$ cat config.mk
export PLATFORM = sky130hd
export DESIGN_NAME = draw_slice_column_flat
export DESIGN_NICKNAME = d
export VERILOG_FILES = /design/src/rtl/draw_slice_column_if.sv /design/src/rtl/draw_slice_column.sv /design/src/flat_wrapper.sv
export SDC_FILE = /design/constraint.sdc
export NUM_CORES = 1
export LEC_CHECK = 0
export BUFFER_PORTS_ARGS = -buffer_cell sky130_fd_sc_hd__buf_4
export CAP_MARGIN = 25
export CORE_UTILIZATION = 32
export DETAILED_ROUTE_END_ITERATION = 10
export PLACE_DENSITY = 0.59
export SETUP_SLACK_MARGIN = 0.02
export SLEW_MARGIN = 30
export SYNTH_ARGS = -nofsm -noshare
export SYNTH_HDL_FRONTEND = slang
export SYNTH_SLANG_ARGS = --single-unit
$ cat constraint.sdc
create_clock -name clk_i -period 3.95 [get_ports clk_i]
set_clock_uncertainty 0.1 [all_clocks]
set_input_delay 0 -clock clk_i [delete_from_list [all_inputs] [get_ports clk_i]]
set_output_delay 0 -clock clk_i [all_outputs]
set_load 0.02 [all_outputs]
$ cat src/rtl/draw_slice_column_if.sv
`timescale 1ns/1ps
`default_nettype none
// ============================================================================
//  Module   : draw_slice_column_if
//  Purpose  : Bundle of the column-draw request and the VGA pixel-write
//             signals shared by draw_slice_column and its requester.
//  Signals  : start, column, slice_size   (requester -> drawer)
//             x, y, colour, plot          (drawer -> VGA adapter)
//             busy, done                  (drawer status)
//  Revision : 1.0  initial release
// ============================================================================
interface draw_slice_column_if;
    logic       start;
    logic [7:0] column;
    logic [6:0] slice_size;
    logic [7:0] x;
    logic [6:0] y;
    logic [2:0] colour;
    logic       plot;
    logic       busy;
    logic       done;

    modport master (
        output start, column, slice_size,
        input  x, y, colour, plot, busy, done
    );

    modport slave (
        input  start, column, slice_size,
        output x, y, colour, plot, busy, done
    );
endinterface
`default_nettype wire

$ cat src/rtl/draw_slice_column.sv
`timescale 1ns/1ps
`default_nettype none
// ============================================================================
//  Module   : draw_slice_column
//  Purpose  : Paints one full screen column: ceiling rows above a centred
//             wall slice, wall rows, then floor rows, one pixel per clock.
//  Ports    : clk_i  - sole clock, rising edge
//             rst_i  - synchronous active-high reset
//             bus    - draw_slice_column_if.slave (start/column/slice_size in,
//                      x/y/colour/plot/busy/done out)
//  Revision : 1.0  initial release
// ============================================================================
module draw_slice_column #(
    parameter int unsigned SCREEN_H     = 120,
    parameter int unsigned SCREEN_W     = 160,
    parameter logic [2:0]  CEIL_COLOUR  = 3'b001,
    parameter logic [2:0]  WALL_COLOUR  = 3'b111,
    parameter logic [2:0]  FLOOR_COLOUR = 3'b010
) (
    input  wire logic           clk_i,
    input  wire logic           rst_i,
    draw_slice_column_if.slave  bus
);

    localparam logic [6:0] ROWS = 7'(SCREEN_H);
    localparam logic [8:0] COLS = 9'(SCREEN_W);

    typedef enum logic [1:0] {
        S_IDLE = 2'd0,
        S_LOAD = 2'd1,
        S_DRAW = 2'd2,
        S_DONE = 2'd3
    } state_t;

    state_t     state_q,  state_d;
    logic [7:0] col_q,    col_d;
    logic [6:0] slice_q,  slice_d;
    logic [6:0] top_q,    top_d;
    logic [6:0] bottom_q, bottom_d;
    logic [6:0] row_q,    row_d;
    logic       hold_q,   hold_d;
    logic [7:0] x_q,      x_d;
    logic [6:0] y_q,      y_d;
    logic [2:0] colour_q, colour_d;
    logic       plot_q,   plot_d;

    logic [6:0] h_w;
    logic [6:0] top_w;
    logic [6:0] bottom_w;
    logic       in_range_w;

    function automatic logic [2:0] row_colour(input logic [6:0] row,
                                              input logic [6:0] top,
                                              input logic [6:0] bottom);
        if (row < top)
            return CEIL_COLOUR;
        else if (row < bottom)
            return WALL_COLOUR;
        else
            return FLOOR_COLOUR;
    endfunction

    // Slice geometry from the captured height; top rounds down so an odd
    // height leaves its extra row on the floor side.
    always_comb begin
        h_w        = (slice_q > ROWS) ? ROWS : slice_q;
        top_w      = (ROWS - h_w) >> 1;
        bottom_w   = top_w + h_w;
        in_range_w = ({1'b0, col_q} < COLS);
    end

    always_comb begin
        state_d  = state_q;
        col_d    = col_q;
        slice_d  = slice_q;
        top_d    = top_q;
        bottom_d = bottom_q;
        row_d    = row_q;
        hold_d   = hold_q;
        x_d      = x_q;
        y_d      = y_q;
        colour_d = colour_q;
        plot_d   = 1'b0;

        unique case (state_q)
            S_IDLE: begin
                if (bus.start) begin
                    col_d   = bus.column;
                    slice_d = bus.slice_size;
                    hold_d  = 1'b0;
                    state_d = S_LOAD;
                end
            end
            S_LOAD: begin
                top_d    = top_w;
                bottom_d = bottom_w;
                if (in_range_w) begin
                    // Row 0 is issued from here using the freshly computed
                    // bounds so the first pixel appears on the next cycle.
                    x_d      = col_q;
                    y_d      = 7'd0;
                    colour_d = row_colour(7'd0, top_w, bottom_w);
                    plot_d   = 1'b1;
                    row_d    = 7'd1;
                    state_d  = S_DRAW;
                end else if (hold_q) begin
                    state_d = S_DONE;
                end else begin
                    // Rejected columns linger one extra cycle so done still
                    // arrives a fixed three cycles after start.
                    hold_d = 1'b1;
                end
            end
            S_DRAW: begin
                if (row_q < ROWS) begin
                    y_d      = row_q;
                    colour_d = row_colour(row_q, top_q, bottom_q);
                    plot_d   = 1'b1;
                    row_d    = row_q + 7'd1;
                end else begin
                    state_d = S_DONE;
                end
            end
            S_DONE: begin
                row_d   = 7'd0;
                hold_d  = 1'b0;
                state_d = S_IDLE;
            end
            default: state_d = S_IDLE;
        endcase
    end

    always_ff @(posedge clk_i) begin
        if (rst_i) begin
            state_q  <= S_IDLE;
            col_q    <= 8'd0;
            slice_q  <= 7'd0;
            top_q    <= 7'd0;
            bottom_q <= 7'd0;
            row_q    <= 7'd0;
            hold_q   <= 1'b0;
            x_q      <= 8'd0;
            y_q      <= 7'd0;
            colour_q <= 3'd0;
            plot_q   <= 1'b0;
        end else begin
            state_q  <= state_d;
            col_q    <= col_d;
            slice_q  <= slice_d;
            top_q    <= top_d;
            bottom_q <= bottom_d;
            row_q    <= row_d;
            hold_q   <= hold_d;
            x_q      <= x_d;
            y_q      <= y_d;
            colour_q <= colour_d;
            plot_q   <= plot_d;
        end
    end

    assign bus.x      = x_q;
    assign bus.y      = y_q;
    assign bus.colour = colour_q;
    assign bus.plot   = plot_q;
    assign bus.busy   = (state_q != S_IDLE);
    assign bus.done   = (state_q == S_DONE);

endmodule
`default_nettype wire

$ cat src/flat_wrapper.sv
// flat-port wrapper written by rule: the top's interface ports become plain ports
module draw_slice_column_flat 
#(
    parameter int unsigned SCREEN_H     = 120,
    parameter int unsigned SCREEN_W     = 160,
    parameter logic [2:0]  CEIL_COLOUR  = 3'b001,
    parameter logic [2:0]  WALL_COLOUR  = 3'b111,
    parameter logic [2:0]  FLOOR_COLOUR = 3'b010
)
  (clk_i, rst_i, bus_start, bus_column, bus_slice_size, bus_x, bus_y, bus_colour, bus_plot, bus_busy, bus_done);
  draw_slice_column_if bus_i ();
  input  wire logic clk_i;
  input  wire logic rst_i;
  input wire logic [$bits(bus_i.start)-1:0] bus_start;
  input wire logic [$bits(bus_i.column)-1:0] bus_column;
  input wire logic [$bits(bus_i.slice_size)-1:0] bus_slice_size;
  output wire logic [$bits(bus_i.x)-1:0] bus_x;
  output wire logic [$bits(bus_i.y)-1:0] bus_y;
  output wire logic [$bits(bus_i.colour)-1:0] bus_colour;
  output wire logic [$bits(bus_i.plot)-1:0] bus_plot;
  output wire logic [$bits(bus_i.busy)-1:0] bus_busy;
  output wire logic [$bits(bus_i.done)-1:0] bus_done;
  assign bus_i.start = bus_start;
  assign bus_i.column = bus_column;
  assign bus_i.slice_size = bus_slice_size;
  assign bus_x = bus_i.x;
  assign bus_y = bus_i.y;
  assign bus_colour = bus_i.colour;
  assign bus_plot = bus_i.plot;
  assign bus_busy = bus_i.busy;
  assign bus_done = bus_i.done;
  draw_slice_column #(.SCREEN_H(SCREEN_H), .SCREEN_W(SCREEN_W), .CEIL_COLOUR(CEIL_COLOUR), .WALL_COLOUR(WALL_COLOUR), .FLOOR_COLOUR(FLOOR_COLOUR)) u_core (.clk_i(clk_i), .rst_i(rst_i), .bus(bus_i));
endmodule
# Word-level counts from Yosys, hierarchy flattened
# Cells that the tools add are included.
dict set report totals {
  out_inout_bits 21
  elab_cells 66
  regBits 57
}
dict set report op_classes {
  add_sub_neg 3
  mux 25
  eq_ne 9
  magnitude_cmp 7
  n_reduce_logical 11
}
# op n
set op_table {}
lappend op_table {{2-to-1 mux 7 bit} 5}
lappend op_table {{case mux 7 bit (3 select lines)} 1}
lappend op_table {{2-to-1 mux 3 bit} 6}
lappend op_table {{case mux 7 bit (2 select lines)} 1}
lappend op_table {{AND reduction 3 bit} 4}
lappend op_table {{less-than comparator 8 bit, second input constant} 1}
lappend op_table {{2-to-1 mux 2 bit} 4}
lappend op_table {{case mux 2 bit (4 select lines)} 1}
lappend op_table {{adder 6 x 7 -> 7 bit} 1}
lappend op_table {{adder 7 x 1 -> 7 bit, second input constant} 1}
lappend op_table {{> comparator 7 bit, second input constant} 1}
lappend op_table {{less-than comparator 1 x 7 -> 1 bit, first input constant} 1}
lappend op_table {{less-than comparator 7 x 6 -> 1 bit} 1}
lappend op_table {{less-than comparator 7 bit} 1}
lappend op_table {{less-than comparator 7 bit, second input constant} 1}
lappend op_table {{subtractor 7 bit, first input constant} 1}
lappend op_table {{less-than comparator 1 x 6 -> 1 bit, first input constant} 1}
lappend op_table {{inequality test 2 bit, second input constant} 3}
lappend op_table {{case mux 3 bit (2 select lines)} 1}
lappend op_table {{nonzero test 3 bit} 2}
lappend op_table {{== test 2 bit, second input constant} 2}
lappend op_table {{2-to-1 mux 1 bit} 4}
lappend op_table {{inequality test 2 x 1 -> 1 bit, second input constant} 2}
lappend op_table {{AND reduction 2 bit} 2}
lappend op_table {{other kinds (6)} 7}

# Logic depth before layout (Yosys ltp)
dict set report depth {
  word_depth 9
  mapped_depth 17
}

# Least setup slack after synthesis
# OpenSTA, ideal clock, no wires.
dict set report synth_path {
  path_type {register to register}
  from {register u_core.slice_q[4]}
  to {register u_core.colour_q[0], in the netlist u_core.bus.colour[0]}
  stages_incl_launch_ff 17
  setup_slack_ns 0.781
  period_less_slack_ns 3.169
  setup_time_ns 0.124
  arrival_time_ns 2.945
  n_path_buf 2
  path_cell_list {dfxtp_1 and2_1 buf_2 nand3_1 nand2_1 ha_1 buf_2 nand2b_1 a21oi_1 a31o_2 ha_1 inv_1 a311oi_1 nor4_1 nand4bb_1 a2111oi_4 nor3_1}
}
dict set report synth_between {
  elab_chain_cells 9
}
# element line
set synth_lines {}
lappend synth_lines {{start, declared} draw_slice_column.sv:37} ;# logic [6:0] slice_q, slice_d;
lappend synth_lines {{start signal, assigned} draw_slice_column.sv:149} ;# slice_q <= slice_d;
lappend synth_lines {{> comparator 7 bit} draw_slice_column.sv:66} ;# h_w = (slice_q > ROWS) ? ROWS : slice_q;
lappend synth_lines {{2-to-1 mux 7 bit *} draw_slice_column.sv:66}
lappend synth_lines {{subtractor 7 bit *} draw_slice_column.sv:67} ;# top_w = (ROWS - h_w) >> 1;
lappend synth_lines {{named net u_core.top_w[3]} draw_slice_column.sv:48} ;# logic [6:0] top_w;
lappend synth_lines {{adder 6 x 7 -> 7 bit} draw_slice_column.sv:68} ;# bottom_w = top_w + h_w;
lappend synth_lines {{less-than comparator 1 x 7 -> 1 bit} draw_slice_column.sv:57} ;# else if (row < bottom)
lappend synth_lines {{2-to-1 mux 3 bit} draw_slice_column.sv:57}
lappend synth_lines {{2-to-1 mux 3 bit *} draw_slice_column.sv:55} ;# if (row < top)
lappend synth_lines {{2-to-1 mux 3 bit *} draw_slice_column.sv:97} ;# if (in_range_w) begin
lappend synth_lines {{case mux 3 bit (2 select lines) *} draw_slice_column.sv:85} ;# unique case (state_q)
lappend synth_lines {{end signal, assigned} draw_slice_column.sv:156} ;# colour_q <= colour_d;
lappend synth_lines {{end, declared} draw_slice_column.sv:44} ;# logic [2:0] colour_q, colour_d;
# The timed path passes the listed nets; every way through them passes the cells marked *. The select of a mux whose other input is x is not followed.
# A chain may end at the register's enable or synchronous reset.

# Worst setup path in the final report
# Ends and elaborated chain as after synthesis.

==> out/metrics.cfg <==
[setup_path]
r2r-end=u_core.bus.colour[0]$_SDFFE_PP0P_
regToRegSetupSlack_ps=460
critPathCaptureType=flip-flop
critPathRequiredTime_ps=4070
ff2ff_path_depth=13
crit_chain=and2_1 -> nand3_1 -> nand2_1 -> ha_1 -> nand3_1 -> a31o_2 -> ha_1 -> inv_1 -> a311oi_1 -> nor4_1 -> nand4bb_1 -> a2111oi_4 -> nor3_1
startpoint_type=flip-flop
critical_path_class=reg -> reg
cp.arrival_ps=3620
slowest_delay_ps=450
reg2reg_from=u_core.slice_q[4]$_SDFFE_PP0P_
cp_slowest_cell=dfxtp_1
path_max_fanout=8

[sta]
timing.final.crit_share=0.884
hold_viol_final=0
timing.final.setup_violations=0
slew_viol_final=0
tns_ps=0
layout_min_cycle_time_ps=3490
relSlewSlack=0.492
rsz0062_at_grt=no
max_freq_mhz=286
whs_ps=351
worst_slew_pin_slew_ps=756

[logic_synthesis]
async_flop_share=0
synthDistinctLibCells=53
yosys.area.top_type_share=0.367
synth_most_common_cell=nand2_1
yosysTopAreaCell=dfxtp_1
yosys_register_bits=57
syn_area_mm2=0.00311
synthCells=388
syn_avg_cell_area_um2=8.01
seq_area_frac_synth=0.367
synth_edf_count=0
synthTopCellsByCount=nand2_1 (65), dfxtp_1 (57), a21oi_1 (42), nor2_1 (23), ha_1 (22)
synth_area_leaders=dfxtp_1 (37%), ha_1 (8.9%), nand2_1 (7.9%)
synth_fp_nets=428
yosys_warnings=0
synthFlopType=dfxtp_1

[power]
p_leak_uw=0.00154
p_seq_frac=0.337
pwr-share-comb=0.423
p_clk_frac=0.241
finalPower_uw=2370
internal_power_uw=1430
vdd_drop_max_v=0.000238
powerDensity_mw_per_mm2=619
p_sw_frac=0.397
switching_power_uw=944

[clock_tree]
cts-buffers-inserted=9
cts_tree=built
htreeDepth=3
cts_max_path_buffers=2
root_buffer=clkbuf_8
clkLatencyLatePin_ps=340
clkSlewWorstSetupHoldPaths_ps=60
cts_resized=0
clock_sinks=57
postCtsSetupRepairBufs=0

[finish]
post-route-util=0.411
drive_gt1_frac=0.143
synthToLayoutAreaGrowth_pct=23.5
final_net_count=471
finish.instance_area_mm2=0.00384
diodes=0

[placed_design]
place_area_mm2=0.00347
portBuffers=38
gp_congestion=0.823
dp_hpwl_um=5120

[worst_hold_path]
hp-class=in -> reg
whs_path_depth=4
hp-start=bus_slice_size[5]
hold_path_end=u_core.slice_q[5]$_SDFFE_PP0P_

[grt]
track_usage=0.155
grt_pass1_vias=2520
grt_pass1_wl_um=12300
grt_overflow_total=0
antenna_found_initial=0
grt_start_max_net_pins=49

[status]
status=complete, no violations

[detailed_routing]
vias_per_cell=4.90
vias=2761
finalWirelength_um=7280
first_iter_violations=103
route.detailed.drc=0
routedWlPerCell_um=12.9
final_antenna_net_count=0
dr.pass1.iters=5

[die]
start_util=0.333
core_mm2=0.00933
num_rows=35
die_w_um=101
die_y_um=101
ios=39
fp.dieArea_mm2=0.0101

[job]
cap_violations=0

[sequential cells by signal, indices dropped and copies added (netlist names), 2 cells and up]
name / cells
u_core.top_q: 6
u_core.bus.colour: 3
u_core.bottom_q: 7
u_core.row_q: 7
u_core.slice_q: 7
u_core.col_q: 8
u_core.state_q: 2
u_core.bus.x: 8
u_core.bus.y: 7
[layer usage]
metal  share of wire  GRT usage  vias up
li1                -          -     1439
met1            0.51      0.213     1260
met2            0.43      0.228       53
met3           0.042     0.0381        9
met4           0.012     0.0691        0
met5               0          0        -
[layout make-up]
class,instances,area [um^2]
fillers,963,5490
multi-input cells,285,1780
flip-flops and latches,57,1140
repair buffers,59,485
well taps,129,161
clock buffers,10,128
inverters,19,73.8
clock inverters,4,70.1
[critical path: cells and delay by family (launching register included)]
family / cells / cell delay, ps
compound gates: 3 / 980
fa+ha+maj: 2 / 560
buf+inv: 1 / 90
flops: 1 / 450
simple gates: 7 / 1190
[cells in the final DEF, fill, tap and decap left out, drive strengths merged, types with 14 or more instances in the layout]
| cell | instances |
|---|---|
| a21oi | 42 |
| buf | 42 |
| dfxtp | 57 |
| dlygate4sd3 | 17 |
| ha | 22 |
| inv | 19 |
| nand2 | 65 |
| nand3 | 18 |
| nor2 | 23 |
| o21ai | 14 |
[cell families (layout without fill, tap and decap cells)]
kind of cell	count (synthesis)	count (layout)	synth area share
multiplexers	13	13	0.0423
AO/OA/AOI/OAI	87	87	0.178
AND/OR/NAND/NOR	153	153	0.235
adder cells (fa/ha/maj)	22	22	0.0886
buffers and inverters	46	92	0.0608
XOR/XNOR	10	10	0.0282
flip-flops	57	57	0.367
[metrics by stage]
| stage | cells | setup WS (ps) |
|---|---|---|
| after floorplan | 388 | 781 |
| after global placement | 532 | 737 |
| after detailed placement | 532 | 522 |
| after CTS | 563 | 507 |
| after global routing | 563 | 155 |
| final | 563 | 459 |
[how the worst max path moves through the flow]
stage	from	to	slack [ps]	depth (start not counted)
2_1_floorplan	u_core.slice_q[4]$_SDFFE_PP0P_	u_core.bus.colour[0]$_SDFFE_PP0P_	780	16
3_3_place_gp	u_core.slice_q[4]$_SDFFE_PP0P_	u_core.bus.colour[0]$_SDFFE_PP0P_	740	13
3_5_place_dp	u_core.slice_q[4]$_SDFFE_PP0P_	u_core.bus.colour[0]$_SDFFE_PP0P_	520	13
6_report	u_core.slice_q[4]$_SDFFE_PP0P_	u_core.bus.colour[0]$_SDFFE_PP0P_	460	13
5_1_grt	u_core.slice_q[4]$_SDFFE_PP0P_	u_core.bus.colour[2]$_SDFFE_PP0P_	160	14
4_1_cts	u_core.slice_q[4]$_SDFFE_PP0P_	u_core.bus.colour[0]$_SDFFE_PP0P_	510	13
[power groups by stage]
| stage | sequential (uW) | clock [uW] | combinational [uW] |
|---|---|---|---|
| floorplan | 798 | 0 | 757 |
| global placement | 807 | 0 | 975 |
| detailed placement | 811 | 0 | 993 |
| CTS | 800 | 587 | 1010 |
| global route | 817 | 610 | 1130 |
| finish | 799 | 571 | 1000 |
[what timing repair did]
action                     in CTS  in global routing
hold endpoints to repair       18                  0
hold buffers                   17                  0
setup endpoints to repair       0                  0
(Power assumes the default switching activity.)
